<file path="src/rtl/ps2_rx_fifo.sv">
// PS/2 device-to-host receiver: pin synchroniser, 11-bit frame deframer and show-ahead byte FIFO.
// Define PS2_RX_PARITY_CHECK_EN to drop bytes with bad odd parity and drive parity_err.
module ps2_rx_fifo #(
  parameter int FIFO_DEPTH     = 8,
  parameter int TIMEOUT_CYCLES = 50000,
  parameter int SYNC_STAGES    = 2
) (
  input  logic                         clk_clk,
  input  logic                         reset_reset_n,
  input  logic                         ps2_clk,
  input  logic                         ps2_data,
  output logic [7:0]                   rd_data,
  output logic                         rd_valid,
  input  logic                         rd_ready,
  output logic [$clog2(FIFO_DEPTH):0]  fifo_count,
  output logic                         overflow,
  output logic                         frame_err,
  output logic                         parity_err,
  input  logic                         clear_err
);

  localparam int AW = $clog2(FIFO_DEPTH);
  localparam int CW = AW + 1;
  localparam int WW = $clog2(TIMEOUT_CYCLES + 1);

  typedef enum logic [1:0] {IDLE, DATA, PARITY, STOP} state_t;

  state_t                 state, next_state;
  logic [SYNC_STAGES-1:0] clk_sync, data_sync;
  logic                   clk_hist;
  logic                   fe, data_s, timeout;
  logic [7:0]             shift;
  logic [2:0]             bit_cnt;
  logic [WW-1:0]          wd_cnt;
  logic                   push, frame_err_d;
  logic [7:0]             mem [FIFO_DEPTH];
  logic [AW-1:0]          wr_ptr, rd_ptr;
  logic [CW-1:0]          count;
  logic                   full, pop, wr_en;

  // Synchronisers reset to 1 (idle bus level) so release from reset never looks like a falling edge.
  // NOTE: sequential state uses non-blocking assignments so every flop samples pre-edge values.
  always_ff @(posedge clk_clk or negedge reset_reset_n) begin
    if (!reset_reset_n) begin
      clk_sync  <= '1;
      data_sync <= '1;
      clk_hist  <= 1'b1;
    end else begin
      clk_sync  <= {clk_sync[SYNC_STAGES-2:0], ps2_clk};
      data_sync <= {data_sync[SYNC_STAGES-2:0], ps2_data};
      clk_hist  <= clk_sync[SYNC_STAGES-1];
    end
  end

  assign fe      = clk_hist & ~clk_sync[SYNC_STAGES-1];
  assign data_s  = data_sync[SYNC_STAGES-1];
  assign timeout = (state != IDLE) && !fe && (wd_cnt == WW'(TIMEOUT_CYCLES));

  always_ff @(posedge clk_clk or negedge reset_reset_n) begin
    if (!reset_reset_n) state <= IDLE;
    else                state <= next_state;
  end

  // NOTE: every combinational output gets a default first so no path infers a latch.
  always_comb begin
    next_state = state;
    case (state)
      IDLE:    if (fe && !data_s)          next_state = DATA;
      DATA:    if (fe && bit_cnt == 3'd7)  next_state = PARITY;
      PARITY:  if (fe)                     next_state = STOP;
      STOP:    if (fe)                     next_state = IDLE;
      default:                             next_state = IDLE;
    endcase
    if (timeout) next_state = IDLE;
  end

`ifdef PS2_RX_PARITY_CHECK_EN
  logic par_bit, parity_ok, parity_err_d;
  assign parity_ok = ^{shift, par_bit};
`endif

  always_comb begin
    push        = 1'b0;
    frame_err_d = 1'b0;
`ifdef PS2_RX_PARITY_CHECK_EN
    parity_err_d = 1'b0;
`endif
    case (state)
      IDLE: frame_err_d = fe & data_s;
      STOP: if (fe) begin
        if (data_s) begin
`ifdef PS2_RX_PARITY_CHECK_EN
          push = parity_ok;
`else
          push = 1'b1;
`endif
        end else begin
          frame_err_d = 1'b1;
        end
`ifdef PS2_RX_PARITY_CHECK_EN
        parity_err_d = ~parity_ok;
`endif
      end
      default: ;
    endcase
    if (timeout) frame_err_d = 1'b1;
  end

  always_ff @(posedge clk_clk or negedge reset_reset_n) begin
    if (!reset_reset_n) begin
      shift     <= '0;
      bit_cnt   <= '0;
      wd_cnt    <= '0;
      frame_err <= 1'b0;
    end else begin
      frame_err <= frame_err_d;
      if (state == IDLE && fe) bit_cnt <= '0;
      if (state == DATA && fe) begin
        shift   <= {data_s, shift[7:1]};
        bit_cnt <= bit_cnt + 3'd1;
      end
      if (fe || state == IDLE)             wd_cnt <= '0;
      else if (wd_cnt != WW'(TIMEOUT_CYCLES)) wd_cnt <= wd_cnt + WW'(1);
    end
  end

`ifdef PS2_RX_PARITY_CHECK_EN
  always_ff @(posedge clk_clk or negedge reset_reset_n) begin
    if (!reset_reset_n) begin
      par_bit    <= 1'b0;
      parity_err <= 1'b0;
    end else begin
      parity_err <= parity_err_d;
      if (state == PARITY && fe) par_bit <= data_s;
    end
  end
`else
  assign parity_err = 1'b0;
`endif

  assign full     = (count == CW'(FIFO_DEPTH));
  assign rd_valid = (count != '0);
  assign pop      = rd_valid & rd_ready;
  assign wr_en    = push & (~full | pop);

  always_ff @(posedge clk_clk or negedge reset_reset_n) begin
    if (!reset_reset_n) begin
      wr_ptr   <= '0;
      rd_ptr   <= '0;
      count    <= '0;
      overflow <= 1'b0;
    end else begin
      if (wr_en) wr_ptr <= wr_ptr + AW'(1);
      if (pop)   rd_ptr <= rd_ptr + AW'(1);
      case ({wr_en, pop})
        2'b10:   count <= count + CW'(1);
        2'b01:   count <= count - CW'(1);
        default: ;
      endcase
      if (push && full && !pop) overflow <= 1'b1;
      else if (clear_err)       overflow <= 1'b0;
    end
  end

  // NOTE: storage is not reset; rd_data is masked while empty so stale contents never escape.
  always_ff @(posedge clk_clk) begin
    if (wr_en) mem[wr_ptr] <= shift;
  end

  assign rd_data    = rd_valid ? mem[rd_ptr] : 8'h00;
  assign fifo_count = count;

endmodule

</file>
<file path="config.mk">
export PLATFORM = sky130hd
export DESIGN_NAME = ps2_rx_fifo
export DESIGN_NICKNAME = d
export VERILOG_FILES = /design/src/rtl/ps2_rx_fifo.sv
export SDC_FILE = /design/constraint.sdc
export NUM_CORES = 1
export LEC_CHECK = 0
export CAP_MARGIN = 10
export CORE_ASPECT_RATIO = 1.5
export CORE_MARGIN = 2
export CORE_UTILIZATION = 45
export DETAILED_ROUTE_END_ITERATION = 6
export PLACE_DENSITY_LB_ADDON = 0.08
export SYNTH_ARGS = -nofsm -noshare
export SYNTH_HDL_FRONTEND = slang
export SYNTH_SLANG_ARGS = --single-unit
</file>
<file path="constraint.sdc">
create_clock -name clk_clk -period 2.6 [get_ports clk_clk]
set_input_delay 0.26 -clock clk_clk [delete_from_list [all_inputs] [get_ports clk_clk]]
set_output_delay 0.26 -clock clk_clk [all_outputs]
set_load 0.005 [all_outputs]
</file>
* Word-level counts from Yosys, hierarchy flattened
Memories as Yosys holds them, arrays and structs flattened. Index checks and enable logic that the tools add are counted. Widths: inputs -> output; s select.
Cells by class: $add $sub $neg 6, equality and inequality tests 13, multiplexer cells 23, bitwise gates (word level) 7, reduce and logical (&&, ||, !) cells 20
Operators with widths (number):
- $mux 16 | 2
- $add 16x1->16 const B | 1
- $eq 16x16->1 const B | 1
- $ne 16x16->1 const B | 1
- $ne 3x3->1 const B | 4
- $mux 1 | 10
- $mux 2 | 5
- $reduce_bool 2->1 | 5
- $add 3x1->3 const B | 3
- $logic_and 1x1->1 | 8
- $mux 8 | 1
- $pmux 2 s4 | 1
- $pmux 4 s2 | 1
- $eq 2x2->1 const B | 3
- $mux 3 | 2
- $add 4x1->4 const B | 1
- $and 1x1->1 | 4
- $eq 2x1->1 const B | 2
- $eq 4x4->1 const B | 1
- $reduce_and 4->1 | 1
- $reduce_bool 4->1 | 1
- $sub 4x1->4 const B | 1
- $eq 3x3->1 const B | 1
- $logic_not 1->1 | 3
- 5 further kinds | 6
Word-level totals: flip-flop bits (word level) 46, RAM bits 64, output and inout port bits 16, word-level logic and storage cells 82, memories 1
Memory list:
- mem | words 8, bits a word 8, read ports 1, clocked after memory_dff 0, write ports 1, RTL line 36 | logic [7:0] mem [FIFO_DEPTH];

* Logic depth before layout (Yosys ltp)
Gate-level depths: netlist (run 1).
depth after elaboration 7, mapped depth 9

* Worst setup path before layout (run 1)
No wires, ideal clock.
path type register to register, from register state[0], to memory mem[0][0] (enable), arrival 1686 ps, required time 2217 ps, path slack 531 ps, stages on the path, launching flop included 6, path buffers 0, period minus slack after synthesis 2069 ps, cells stage by stage dfrtp_1 ha_1 nand4b_1 a21oi_2 nand2b_1 nor3_1
On the way: longest elaborated chain between the ends 5
RTL lines:
- from (decl) | RTL line 28 | state_t state, next_state;
- from (signal assigned) | RTL line 61 | else state <= next_state;
- $eq 2x2->1 | RTL line 88 | case (state)
- $mux 1 | RTL line 88
- $and 1x1->1 | RTL line 144 | assign wr_en = push & (~full | pop);
- $mux 1 | RTL line 167 | if (wr_en) mem[wr_ptr] <= shift;
- $mux 1 (implied by the code) | RTL line 167
- to (decl) | RTL line 36
Every way passes these cells.

* Final worst setup path (run 1)
from register rd_ptr[0], to output port rd_data[6]
On the way: longest elaborated chain between the ends 2
RTL lines:
- from (decl) | RTL line 37 | logic [AW-1:0] wr_ptr, rd_ptr;
- from (signal assigned) | RTL line 154 | if (pop) rd_ptr <= rd_ptr + AW'(1);
- $mem_v2 8x8
- $mux 8 | RTL line 170 | assign rd_data = rd_valid ? mem[rd_ptr] : 8'h00;
- to (decl) | RTL line 12 | output logic [7:0] rd_data,
Every way passes these cells.

==> results of run 1 <==
final cells by class:
type / count / area, µm² / area share, %
clock buffer: 10 / 239 / 4.35
clock inverter: 5 / 58.8 / 1.07
inverter: 14 / 55.1 / 1.00
multi-input combinational: 182 / 1530 / 27.8
sequential: 110 / 3080 / 56.1
tap: 141 / 176 / 3.21
timing repair buffer: 39 / 353 / 6.42
power by group through the flow:
stage | clock network (µW) | registers, µW | logic [µW]
floorplan | 0 | 2420 | 1120
global placement | 0 | 2630 | 1480
detailed placement | 0 | 2640 | 1500
CTS | 1410 | 2610 | 1510
global route | 1460 | 2660 | 1660
finish | 1360 | 2590 | 1460
cells in the final DEF, fill, tap and decap left out, types with 2 or more instances in the layout:
master,Yosys,routed
dfrtp_2,0,2
nor2b_1,2,2
mux2i_1,9,9
dfstp_2,5,5
mux2_2,9,9
mux4_2,16,16
a32o_1,2,2
buf_4,3,17
dfrtp_1,41,39
inv_1,13,13
xnor2_1,16,16
ha_1,11,11
a21oi_1,10,10
clkdlybuf4s50_1,0,19
and3_1,2,2
o21ai_0,7,7
clkbuf_16,0,9
nand2b_1,5,5
nor2_1,30,30
nor4_1,5,5
nand2_1,10,10
nand3_1,8,8
or3_1,3,3
xor2_1,2,2
nor3_1,8,8
nand4_1,3,3
edfxtp_1,64,64
sequential cells by signal (all words and copies together), names as in the netlist:
register    flops
rd_ptr          3
fifo_count      4
wd_cnt         16
wr_ptr          3
state           2
overflow        1
clk_sync        2
clk_hist        1
shift           8
data_sync       2
mem            64
frame_err       1
bit_cnt         3
worst min-delay path by stage:
stage / start / endpoint / slack [ns] / depth (start not counted)
CTS: ps2_data / data_sync[0] / 0.31 / 1
global placement: reset_reset_n / fifo_count[1] / 0.34 / 1
finish: ps2_data / data_sync[0] / 0.32 / 1
detailed placement: reset_reset_n / fifo_count[0] / 0.34 / 1
floorplan: reset_reset_n / bit_cnt[0] / -0.04 / 0
global route: ps2_clk / clk_sync[0] / 0.32 / 1
what timing repair did:
action	in CTS	in global routing
gates resized for setup	0	2
endpoints found under the setup margin	0	8
endpoints found under the hold margin	25	0
hold buffers	1	0
per-layer routing:
| layer | share of wire [%] | global-route usage [%] | vias to the layer above | wire [µm] |
|---|---|---|---|---|
| li1 | - | - | 1256 | - |
| met1 | 42 | 19.4 | 1293 | 3430 |
| met2 | 55 | 29.2 | 23 | 4550 |
| met3 | 1.4 | 2.10 | 9 | 118 |
| met4 | 1.9 | 8.14 | 0 | 154 |
| met5 | 0 | 0 | - | 0 |
logic make-up (layout without fill, tap and decap cells):
family                     count (synthesis)  count (layout)
DFF                                      110             110
and+or+nand+nor                           87              87
muxes                                     34              34
AOI/OAI and AO/OA                         31              31
buffers and inverters                     24              68
xor gates and xnor gates                  18              18
adders and majority gates                 11              11
other                                      1               1
stage by stage:
step                      setup WS, ns  instance area, µm²  hold slack, ns  power, µW  std cells
after floorplan                  0.531                4720         -0.0356       3530        316
after global placement           0.398                5180           0.336       4110        485
after detailed placement         0.384                5180           0.341       4150        485
after global routing            0.0803                5490           0.319       5780        501
final                            0.190                5490           0.324       5410        501
after CTS                      0.00154                5490           0.310       5520        501
==> results_dict.tcl, run 1 <==
set metrics [dict create \
    status "completed" \
    final_util_pct 53.9 \
    wl_um 8260 \
    pin_count 22 \
    antenna_found_initial 0 \
    dp_hpwl_um 5760 \
    synth-simple-area-share_pct 9.86 \
    antennaDiodeCount 0 \
    crit_fanout 14 \
    worst-path-stages 5 \
    grt_usage_pct 16.5 \
    cts_setup_buffers 0 \
    cp.required_ns 2.34 \
    timing.rr.end "mem[6][3]" \
    cts_max_level 3 \
    grt_overflow 0 \
    core_um2 10200 \
    yosys-top-cells-count "edfxtp_1 (64), dfrtp_1 (41), nor2_1 (30), mux4_2 (16), xnor2_1 (16)" \
    muxShareOfSynthArea_pct 11.7 \
    crit_path_cell_trace "buf_12, mux4_2, mux2i_1, nor2_1, clkdlybuf4s50_1" \
    die_y_um 129 \
    antenna_left 0 \
    drcViolationCount 0 \
    nets 373 \
    synth_compound_area_share_pct 4.50 \
    syn2layout_area_growth_pct 16.3 \
    yosysWarningCount 0 \
    syn_area_per_cell_um2 14.9 \
    reg2reg_depth 6 \
    p_leak_uw 0.00206 \
    yosysTopAreaCellShare_pct 40.7 \
    via_count 2581 \
    synthesis.area_um2 4720 \
    drtIter0Drc 125 \
    layout-drive-gt1-share_pct 20.6 \
    rows 45 \
    max_slew_margin_pct 54.8 \
    yosysMostFrequentCell "edfxtp_1" \
    synth-edff-count 64 \
    ys_seq_area_share_pct 65.2 \
    hold_viol 0 \
    gp_congestion 0.741 \
    synth_top_area_cell "edfxtp_1" \
    tightest_slew_ns 0.678 \
    finalSetupViolCount 0 \
    p_int_uw 3840 \
    period_needed_ns 2.41 \
    first_global_vias 2726 \
    cp.arrival_ns 2.15 \
    start_util_pct 46.3 \
    drv_cap 0 \
    die_x_um 87.6 \
    worstSetupEndpointType "primary output" \
    clockBufferDepth 2 \
    rsz0062_at_grt "false" \
    port_buffers 20 \
    hp-class "in2reg" \
    slowest_stage "mux4_2" \
    cts_buffers 9 \
    synth_top_family_by_area "multiplexers" \
    p_sw_share_pct 29.1 \
    drt_first_pass_iters 4 \
    startpoint "rd_ptr[0]" \
    ys_seq_elements 110 \
    reg2reg_from "state[0]" \
    synth.area.top_cells "edfxtp_1 (41%), dfrtp_1 (22%), mux4_2 (7.6%)" \
    period_share_pct 92.7 \
    grt_pass1_wl_um 13800 \
    cts-root-buf "clkbuf_16" \
    critical_path_buf_inv_count 2 \
    tritoncts "done" \
    seq_power_share_pct 47.8 \
    pwr-share-comb_pct 27.0 \
    p_per_area_nw_per_um2 986 \
    rrSetupSlack_ns 0.49 \
    synth_fp_nets 333 \
    netlist_instances 316 \
    clkSlewWorstSetupHoldPaths_ns 0.07 \
    viasPerCell 5.15 \
    die-area_um2 11300 \
    ir_drop_mv 0.500 \
    cp-start-kind "flip-flop" \
    wl_per_cell_um 16.5 \
    cp_top_family "multiplexers" \
    p_switching_uw 1570 \
    cpPeakStageDelay_ns 0.52 \
    synth-xor-area-share_pct 3.34 \
    critical_path_class "reg2out" \
    synth-adder-area-share_pct 2.91 \
    power.share.clock_pct 25.2 \
    clock_skew_ns 0.00930 \
    clkSinkCount 110 \
    fin_tns_setup_ns 0 \
    ys.flop_type "edfxtp_1" \
    endpoint "rd_data[6]" \
    max_freq_mhz 415 \
    fillers 855 \
    ys_async_sr_fraction_pct 41.8 \
    maxSlewViolCount 0 \
    yosysUniqueCellTypes 53 \
    worstSkewPairLatency_ns 0.34 \
    grt_max_degree 30 \
]
No activity file was read; power rests on OpenSTA's default activity.
==> inputs of run 2 (changes only) <==
--- a/config.mk
+++ b/config.mk
@@ -9,7 +9,9 @@
 export CORE_ASPECT_RATIO = 1.5
 export CORE_MARGIN = 2
 export CORE_UTILIZATION = 45
+export CTS_CLUSTER_SIZE = 28
 export DETAILED_ROUTE_END_ITERATION = 6
+export GPL_ROUTABILITY_DRIVEN = 1
 export PLACE_DENSITY_LB_ADDON = 0.08
 export SYNTH_ARGS = -nofsm -noshare
 export SYNTH_HDL_FRONTEND = slang
==> results of run 2 <==
No change in the layout: final DEF, timing and power equal those of run 1.
==> inputs of run 3 (changes only) <==
--- a/config.mk
+++ b/config.mk
@@ -9,8 +9,10 @@
 export CORE_ASPECT_RATIO = 1.5
 export CORE_MARGIN = 2
 export CORE_UTILIZATION = 45
+export CTS_CLUSTER_DIAMETER = 50
 export CTS_CLUSTER_SIZE = 28
 export DETAILED_ROUTE_END_ITERATION = 6
+export DONT_BUFFER_PORTS = 1
 export GPL_ROUTABILITY_DRIVEN = 1
 export PLACE_DENSITY_LB_ADDON = 0.08
 export SYNTH_ARGS = -nofsm -noshare
==> run 3 against run 2 <==
Against the previous run: final cell count is 4.4% lower; critical endpoint unchanged; highest routed layer unchanged; clock skew fell by 0.00093 ns; first-iteration DRC count grew 2.4%; die area unchanged.
==> results_dict.tcl, run 3 (synthesis results as in run 1) <==
set metrics [dict create \
    antenna_found_initial 0 \
    grt_overflow 0 \
    clkSinkCount 110 \
    p_int_uw 3610 \
    clkSlewWorstSetupHoldPaths_ns 0.07 \
    cts_setup_buffers 0 \
    cp.required_ns 2.34 \
    wl_per_cell_um 16.8 \
    reg2reg_depth 8 \
    drt_first_pass_iters 4 \
    period_needed_ns 2.14 \
    hp-class "in2reg" \
    cts.repair.resized 0 \
    tightest_slew_ns 0.794 \
    seq_power_share_pct 49.7 \
    power.share.clock_pct 27.1 \
    die_x_um 87.6 \
    timing.rr.end "fifo_count[2]" \
    worstSkewPairLatency_ns 0.34 \
    final_cell_area_um2 5300 \
    status "completed" \
    rows 45 \
    die_y_um 129 \
    max_slew_margin_pct 47.1 \
    top_register "mem" \
    gp_congestion 0.770 \
    antennaDiodeCount 0 \
    die-area_um2 11300 \
    largest_reg_flops 64 \
    clockBufferDepth 2 \
    fillers 886 \
    syn2layout_area_growth_pct 12.3 \
    rsz0062_at_grt "false" \
    maxSlewViolCount 0 \
    port_buffers 0 \
    crit_fanout 18 \
    hold_viol 0 \
    cp-start-kind "flip-flop" \
    hold_buffers 4 \
    drcViolationCount 0 \
    min_from "clear_err" \
    antenna_left 0 \
    first_global_vias 2615 \
    clock_skew_ns 0.00836 \
    start_util_pct 46.3 \
    grt_pass1_wl_um 13600 \
    p_per_area_nw_per_um2 982 \
    cts-root-buf "clkbuf_16" \
    viasPerCell 5.22 \
    nets 350 \
    mostFrequentLayoutCell "edfxtp_1" \
    drtIter0Drc 128 \
    critical_path_class "reg2out" \
    pin_count 22 \
    ir_drop_mv 0.496 \
    grt_max_degree 47 \
    tritoncts "done" \
    dp_hpwl_um 5570 \
    core_um2 10200 \
    wl_um 8030 \
    max_freq_mhz 468 \
    worstSetupEndpointType "primary output" \
    cts_buffers 9 \
    final_cell_mix "edfxtp_1 (64), dfrtp_1 (41), nor2_1 (30)" \
    p_switching_uw 1600 \
    p_total_uw 5210 \
    cp.arrival_ns 1.88 \
    via_count 2501 \
    grt_usage_pct 16.0 \
    reg_top3 "mem: 64 flops, wd_cnt: 16 flops, shift: 8 flops" \
    p_leak_uw 0.00199 \
    drv_cap 0 \
    place_area_um2 4930 \
    p_sw_share_pct 30.7 \
    finalSetupViolCount 0 \
    cpPeakStageDelay_ns 0.86 \
    pwr-share-comb_pct 23.3 \
    fin_tns_setup_ns 0 \
    period_share_pct 82.2 \
    crit_path_cell_trace "mux4_2, mux2i_1, nor2_1" \
    cts_max_level 3 \
    reg2reg_from "fifo_count[1]" \
    rrSetupSlack_ns 0.64 \
    hold_end "overflow" \
    hold_depth 1 \
    layout-drive-gt1-share_pct 20.1 \
    slowest_stage "dfrtp_1" \
]
==> run 3: cell count changes in the layout (fill, tap and decap cells not counted), sizes merged <==
cell	before	now
buf	19	13
clkdlybuf4s50	19	0
clkinvlp	1	0
dlygate4sd3	1	3
inv	15	17
==> run 3: per-layer routing <==
metal / share of wire [%] / global-route usage (%) / vias to the layer above
met5: 0 / 0 / -
met4: 1.6 / 5.97 / 0
met3: 1.7 / 2.99 / 7
met2: 54 / 28.2 / 18
met1: 42 / 19.2 / 1261
li1: - / - / 1215
==> run 3: through the flow <==
step / worst slack (ns) / instances / util (%) / hold slack, ns
4_1_cts: 0.398 / 479 / 52.0 / 0.0269
5_1_grt: 0.328 / 479 / 52.0 / 0.0311
3_3_place_gp: 0.627 / 459 / 48.4 / -0.0343
2_1_floorplan: 0.531 / 316 / - / -0.0356
6_report: 0.463 / 479 / 52.0 / 0.0475
3_5_place_dp: 0.618 / 459 / 48.4 / -0.0340
==> run 3: final cells by class <==
type | count | area [µm²] | area share (%)
Clock buffer | 10 | 239 | 4.51
Clock inverter | 6 | 76.3 | 1.44
Inverter | 14 | 55.1 | 1.04
Multi-Input combinational cell | 182 | 1530 | 28.8
Sequential cell | 110 | 3080 | 58.1
Tap cell | 141 | 176 | 3.33
Timing Repair Buffer | 16 | 148 | 2.78
==> run 3: worst max-delay path: cells and delay by family, from the launching register on <==
kind / cells / cell delay [ns]
DFF: 1 / 0.86
muxes: 2 / 0.59
and+or+nand+nor: 1 / 0.07
==> run 3: worst max path at each step <==
stage	cells past startpoint	endpoint	slack [ns]	startpoint
final	3	rd_data[6]	0.46	rd_ptr[1]
after global routing	3	rd_data[1]	0.33	rd_ptr[1]
after CTS	3	rd_data[7]	0.40	rd_ptr[1]
after detailed placement	8	fifo_count[2]	0.62	fifo_count[1]
after global placement	8	fifo_count[2]	0.63	fifo_count[1]
after floorplan	5	mem[0][0]	0.53	state[0]
==> run 3: power by group through the flow <==
| stage | clock [µW] | combinational, µW | sequential (µW) |
|---|---|---|---|
| 2_1_floorplan | 0 | 1120 | 2420 |
| 3_3_place_gp | 0 | 1210 | 2630 |
| 3_5_place_dp | 0 | 1220 | 2650 |
| 4_1_cts | 1450 | 1250 | 2610 |
| 5_1_grt | 1520 | 1380 | 2650 |
| 6_report | 1410 | 1210 | 2590 |
